`config.mk`:
```
export PLATFORM = sky130hd
export DESIGN_NAME = edge_event_arbiter_flat
export DESIGN_NICKNAME = d
export VERILOG_FILES = /design/src/rtl/edge_arb_pkg.sv /design/src/rtl/edge_event_arbiter_if.sv /design/src/rtl/edge_event_arbiter_rr_pick.sv /design/src/rtl/edge_event_arbiter.sv /design/src/flat_wrapper.sv
export SDC_FILE = /design/constraint.sdc
export NUM_CORES = 1
export LEC_CHECK = 0
export CAP_MARGIN = 0
export CELL_PAD_IN_SITES_DETAIL_PLACEMENT = 1
export CELL_PAD_IN_SITES_GLOBAL_PLACEMENT = 2
export CORE_MARGIN = 2
export CORE_UTILIZATION = 34
export DETAILED_ROUTE_END_ITERATION = 8
export PLACE_DENSITY_LB_ADDON = 0.1
export SLEW_MARGIN = 0
export SYNTH_ARGS = -nofsm -noshare
export SYNTH_HDL_FRONTEND = slang
export SYNTH_SLANG_ARGS = --single-unit
export TNS_END_PERCENT = 10
```
`constraint.sdc`:
```
create_clock -name clk -period 3.99 [get_ports clk]
set_input_delay 0.798 -clock clk [delete_from_list [all_inputs] [get_ports clk]]
set_output_delay 0.798 -clock clk [all_outputs]
set_load 0.02 [all_outputs]
```
`src/rtl/edge_arb_pkg.sv`:
```
// Shared constants, FSM encoding and round-robin helper for the edge event arbiter.
package edge_arb_pkg;

  localparam int N_DEF     = 4;
  localparam int ID_W_DEF  = 2;
  localparam int EVT_CNT_W = 8;

  typedef enum logic {
    IDLE    = 1'b0,
    PRESENT = 1'b1
  } arb_state_e;

  // Pointer value that follows a grant to channel id among n channels.
  function automatic int rr_next(input int id, input int n);
    return (id + 1) % n;
  endfunction

endpackage

```
`src/rtl/edge_event_arbiter_if.sv`:
```
// Event output channel of the edge event arbiter.
interface edge_event_arbiter_if #(
  parameter int ID_W = 2
) ();

  // valid/ready: once evt_valid is high, evt_id stays stable until a cycle with
  // evt_ready high; the event is transferred on that rising edge.
  logic            evt_valid;
  logic            evt_ready;
  logic [ID_W-1:0] evt_id;

  modport master (
    output evt_valid,
    output evt_id,
    input  evt_ready
  );

  modport slave (
    input  evt_valid,
    input  evt_id,
    output evt_ready
  );

endinterface

```
`src/rtl/edge_event_arbiter_rr_pick.sv`:
```
// Combinational round-robin picker: first requester at or above rr_ptr, with wrap.
module rr_pick #(
  parameter int N    = 4,
  parameter int ID_W = 2
) (
  input  logic [N-1:0]    req,
  input  logic [ID_W-1:0] rr_ptr,
  output logic [N-1:0]    grant_oh,
  output logic [ID_W-1:0] grant_idx
);

  logic            found;
  logic [ID_W-1:0] cand;

  always_comb begin
    grant_oh  = '0;
    grant_idx = '0;
    found     = 1'b0;
    cand      = '0;
    for (int k = 0; k < N; k++) begin
      cand = ID_W'((int'(rr_ptr) + k) % N);
      if (!found && req[cand]) begin
        found          = 1'b1;
        grant_oh[cand] = 1'b1;
        grant_idx      = cand;
      end
    end
  end

endmodule

```
`src/rtl/edge_event_arbiter.sv`:
```
// Detects rising edges on N level lines and presents them one at a time,
// round-robin, on a valid/ready event channel with sticky overflow flags.
module edge_event_arbiter
  import edge_arb_pkg::*;
#(
  parameter int N    = N_DEF,
  parameter int ID_W = ID_W_DEF
) (
  input  logic                 clk,
  input  logic                 rst,
  input  logic [N-1:0]         din,
  input  logic                 ovf_clr,
  edge_event_arbiter_if.master evt,
  output logic [N-1:0]         ovf,
  output logic [EVT_CNT_W-1:0] evt_cnt,
  output arb_state_e           state_dbg
);

  arb_state_e           state_q, state_n;
  logic [N-1:0]         din_q;
  logic [N-1:0]         pending_q, pending_n;
  logic [N-1:0]         ovf_q, ovf_n;
  logic [EVT_CNT_W-1:0] cnt_q, cnt_n;
  logic [ID_W-1:0]      rr_ptr_q, rr_ptr_n;
  logic [ID_W-1:0]      id_q, id_n;
  logic                 valid_q;

  logic [N-1:0]         rise;
  logic [N-1:0]         grant_oh;
  logic [N-1:0]         grant_vec;
  logic [ID_W-1:0]      grant_idx;
  logic                 grant_en;
  logic                 accept;

  rr_pick #(.N(N), .ID_W(ID_W)) u_rr_pick (
    .req       (pending_q),
    .rr_ptr    (rr_ptr_q),
    .grant_oh  (grant_oh),
    .grant_idx (grant_idx)
  );

  always_comb begin
    state_n  = state_q;
    grant_en = 1'b0;
    accept   = 1'b0;
    case (state_q)
      IDLE: begin
        if (|pending_q) begin
          grant_en = 1'b1;
          state_n  = PRESENT;
        end
      end
      PRESENT: begin
        if (evt.evt_ready) begin
          accept = 1'b1;
          if (|pending_q) grant_en = 1'b1;
          else            state_n  = IDLE;
        end
      end
      default: state_n = IDLE;
    endcase

    rise      = din & ~din_q;
    grant_vec = grant_en ? grant_oh : '0;
    // A rise on the channel being granted re-arms it; a rise on an
    // already-pending, ungranted channel merges and flags overflow.
    pending_n = (pending_q & ~grant_vec) | rise;
    ovf_n     = (ovf_clr ? '0 : ovf_q) | (rise & pending_q & ~grant_vec);
    id_n      = grant_en ? grant_idx : id_q;
    rr_ptr_n  = grant_en ? ID_W'(rr_next(int'(grant_idx), N)) : rr_ptr_q;
    cnt_n     = accept ? cnt_q + EVT_CNT_W'(1) : cnt_q;
  end

  always_ff @(posedge clk) begin
    if (rst) begin
      state_q   <= IDLE;
      valid_q   <= 1'b0;
      id_q      <= '0;
      ovf_q     <= '0;
      cnt_q     <= '0;
      pending_q <= '0;
      rr_ptr_q  <= '0;
      // Lines already high through reset must not look like fresh edges.
      din_q     <= '1;
    end else begin
      state_q   <= state_n;
      valid_q   <= (state_n == PRESENT);
      id_q      <= id_n;
      ovf_q     <= ovf_n;
      cnt_q     <= cnt_n;
      pending_q <= pending_n;
      rr_ptr_q  <= rr_ptr_n;
      din_q     <= din;
    end
  end

  assign evt.evt_valid = valid_q;
  assign evt.evt_id    = id_q;
  assign ovf           = ovf_q;
  assign evt_cnt       = cnt_q;
  assign state_dbg     = state_q;

endmodule
```
`src/flat_wrapper.sv`:
```
// flat-port wrapper written by rule: the top's interface ports become plain ports
module edge_event_arbiter_flat import edge_arb_pkg::*;
#(
  parameter int N    = N_DEF,
  parameter int ID_W = ID_W_DEF
)
  (clk, rst, din, ovf_clr, ovf, evt_cnt, state_dbg, evt_evt_valid, evt_evt_id, evt_evt_ready);
  edge_event_arbiter_if #(.ID_W(ID_W)) evt_i ();
  input  logic clk;
  input  logic rst;
  input  logic [N-1:0] din;
  input  logic ovf_clr;
  output logic [N-1:0] ovf;
  output logic [EVT_CNT_W-1:0] evt_cnt;
  output arb_state_e state_dbg;
  output wire logic [$bits(evt_i.evt_valid)-1:0] evt_evt_valid;
  output wire logic [$bits(evt_i.evt_id)-1:0] evt_evt_id;
  input wire logic [$bits(evt_i.evt_ready)-1:0] evt_evt_ready;
  assign evt_evt_valid = evt_i.evt_valid;
  assign evt_evt_id = evt_i.evt_id;
  assign evt_i.evt_ready = evt_evt_ready;
  edge_event_arbiter #(.N(N), .ID_W(ID_W)) u_core (.clk(clk), .rst(rst), .din(din), .ovf_clr(ovf_clr), .evt(evt_i), .ovf(ovf), .evt_cnt(evt_cnt), .state_dbg(state_dbg));
endmodule
```
==> results_dict.tcl <==
set metrics [dict create \
    crit_path_start_kind "register" \
    worstPathRequired_ps 4180 \
    power.share.switching_pct 33.8 \
    seq_area_frac_synth_pct 35.7 \
    drt_pass1_iterations 4 \
    max_slew.worst_pin.slew_ps 1140 \
    cts-resized-gates 0 \
    final_max_slew_viol_count 0 \
    post_drt_wl_per_cell_um 15.3 \
    htree_levels 1 \
    reg2reg_depth 7 \
    postSynthCellCount 153 \
    drive_above_1_share_pct 10.5 \
    pin_count 24 \
    critPathKind "reg2reg" \
    vias_per_cell 5.40 \
    critPathSlowestCell "dfxtp_1" \
    pwr-share-seq_pct 45.5 \
    cts_made_buffers 3 \
    antenna_found_initial 0 \
    arrival_ps 2850 \
    num_rows 23 \
    r2r-start "u_core.rr_ptr_q[0]" \
    skew_ps 8.38 \
    n_antenna_cell 0 \
    final_common_cell "dfxtp_1" \
    clk_latency_ps 280 \
    final.min_clock_period_ps 2660 \
    drt-total-wl_um 3400 \
    switchingPower_mw 0.214 \
    root_buffer "clkbuf_8" \
    cts_setup_buffers 0 \
    io_buffers 23 \
    period_share_pct 66.7 \
    slew_headroom_pct 23.7 \
    setup_viol 0 \
    crit_fanout 13 \
    syn_to_final_growth_pct 21.6 \
    synthArstFlopShare_pct 0 \
    vias 1199 \
    cts_sinks 25 \
    clockBufferDepth 2 \
    cpPeakStageDelay_ps 650 \
    hpwl_um 2450 \
    layout_common_cells "25 x dfxtp_1, 23 x clkdlybuf4s50_1, 13 x nor2_1" \
    grt-ovfl-total 0 \
    regToRegSetupSlack_ps 1330 \
    syn_area_per_cell_sq_um 9.15 \
    grtUsageTotal_pct 15.9 \
    dp_cells 218 \
    synthFlopType "dfxtp_1" \
    drt_iter0_markers 85 \
    status "finished clean" \
    startpoint "u_core.rr_ptr_q[0]" \
    hold_viol 0 \
    fin_nets 189 \
    internal-power_mw 0.419 \
    finalWeightedCongestion 0.755 \
    die_w_um 68.2 \
    combPwrFrac_pct 29.2 \
    core_sq_um 3970 \
    fin_total_pwr_mw 0.634 \
    grt_pass1_wl_um 5530 \
    cts_tree "done" \
    ant_nets 0 \
    stdcell_count 222 \
    dieArea_sq_um 4650 \
    start_util_pct 35.3 \
    max_cap_violations 0 \
    grt_pass1_vias 1199 \
    rsz0062_at_grt "no" \
    endpoint "u_core.rr_ptr_q[1]" \
    ys_seq_elements 25 \
    endpoint_kind "register" \
    power_density_nw_per_um2 372 \
    drc 0 \
    syn-cell-area_sq_um 1400 \
    clockPowerShare_pct 25.2 \
    clk_pin_slew_ps 100 \
    ir_worst_vdd_uv 137 \
    ys_types 36 \
    dp_slack_ps 1280 \
    fin_ws_ps 1330 \
    p_leak_nw 0.595 \
    grt_max_degree 29 \
    r2r-end "u_core.rr_ptr_q[1]" \
    fp.dieH_um 68.2 \
    path_cells "inv_1 -> ha_1 -> mux4_2 -> nor2b_4 -> o21ai_2 -> a2111o_1 -> o311ai_1" \
    ctsHoldBuffers 0 \
    tns_ps 0 \
    fmax_ghz 0.376 \
    yosysWarnings 0 \
    synth-edff-count 0 \
    hold_class "reg2reg" \
    syn-num-nets 169 \
]
==> stage by stage <==
| stage | hold WS [ps] | cell area, sq um | utilization (%) |
|---|---|---|---|
| after floorplan | 514 | 1400 | - |
| after global placement | 448 | 1650 | 41.7 |
| after detailed placement | 458 | 1650 | 41.7 |
| after CTS | 476 | 1700 | 42.9 |
| after global routing | 503 | 1700 | 42.9 |
| final | 477 | 1700 | 42.9 |
==> cells in the mapped netlist (5+ instances only) <==
| cell type | instances | area, sq um |
|---|---|---|
| nor2_1 | 13 | 48.8 |
| dfxtp_1 | 25 | 500 |
| o21ai_1 | 5 | 25.0 |
| clkbuf_1 | 6 | 22.5 |
| nand2b_1 | 10 | 62.6 |
| xor2_1 | 5 | 43.8 |
| a21oi_1 | 5 | 25.0 |
| a311oi_1 | 5 | 43.8 |
| ha_1 | 8 | 100 |
| nor2b_1 | 5 | 31.3 |
| nand2_1 | 12 | 45.0 |
==> kinds of logic (layout without fill, tap and decap cells) <==
family          count (synthesis)  count (layout)  share of synthesized area [%]
compound gates                 36              36                           18.9
buf+inv                        13              32                           4.38
mux                             4               4                           6.43
xor+xnor                        7               7                           4.38
flops                          25              25                           35.7
simple gates                   60              60                           23.1
fa+ha+maj                       8               8                           7.15
==> cell type report <==
cell class / instances / area, sq um
fillers: 473 / 2270
repair buffers: 24 / 238
flip-flops and latches: 25 / 500
clock inverters: 1 / 7.51
multi-input cells: 115 / 838
well taps: 50 / 62.6
inverters: 4 / 15.0
clock buffers: 3 / 41.3
==> routing by layer <==
metal,wire length (um),part of all wire (%),global-route usage [%],up-vias
li1,-,-,-,591
met1,1570,46,19.9,576
met2,1620,48,25.8,23
met3,114,3.3,3.13,9
met4,97,2.8,8.00,0
met5,0,0,0,-
==> worst min path at each step <==
stage	from	end	slack, ps	cells after the start
after global placement	u_core.evt.evt_id[1]	u_core.evt.evt_id[1]	450	2
after global routing	u_core.evt.evt_id[1]	u_core.evt.evt_id[1]	500	2
after floorplan	u_core.din_q[3]	u_core.pending_q[3]	510	2
final	u_core.evt.evt_id[1]	u_core.evt.evt_id[1]	480	2
after CTS	u_core.evt.evt_id[1]	u_core.evt.evt_id[1]	480	2
after detailed placement	u_core.evt.evt_id[1]	u_core.evt.evt_id[1]	460	2
==> sequential cells by signal, indices dropped and copies added (netlist names) <==
name                  cells
u_core.evt.evt_valid      1
u_core.pending_q          4
u_core.evt.evt_id         2
u_core.rr_ptr_q           2
u_core.ovf                4
u_core.din_q              4
u_core.evt_cnt            8
==> worst max-delay path, delay by kind of cell (launching register included) <==
kind	cells	cell delay [ps]
mux	1	430
compound gates	3	630
buf+inv	1	210
simple gates	1	200
fa+ha+maj	1	450
flops	1	650
==> power by group through the flow <==
stage	clock network, mW	registers [mW]	logic [mW]
2_1_floorplan	0	0.290	0.135
3_3_place_gp	0	0.294	0.178
3_5_place_dp	0	0.295	0.184
4_1_cts	0.166	0.289	0.185
5_1_grt	0.176	0.293	0.204
6_report	0.160	0.288	0.185
Note: power is estimated with default switching activity, not from simulation.
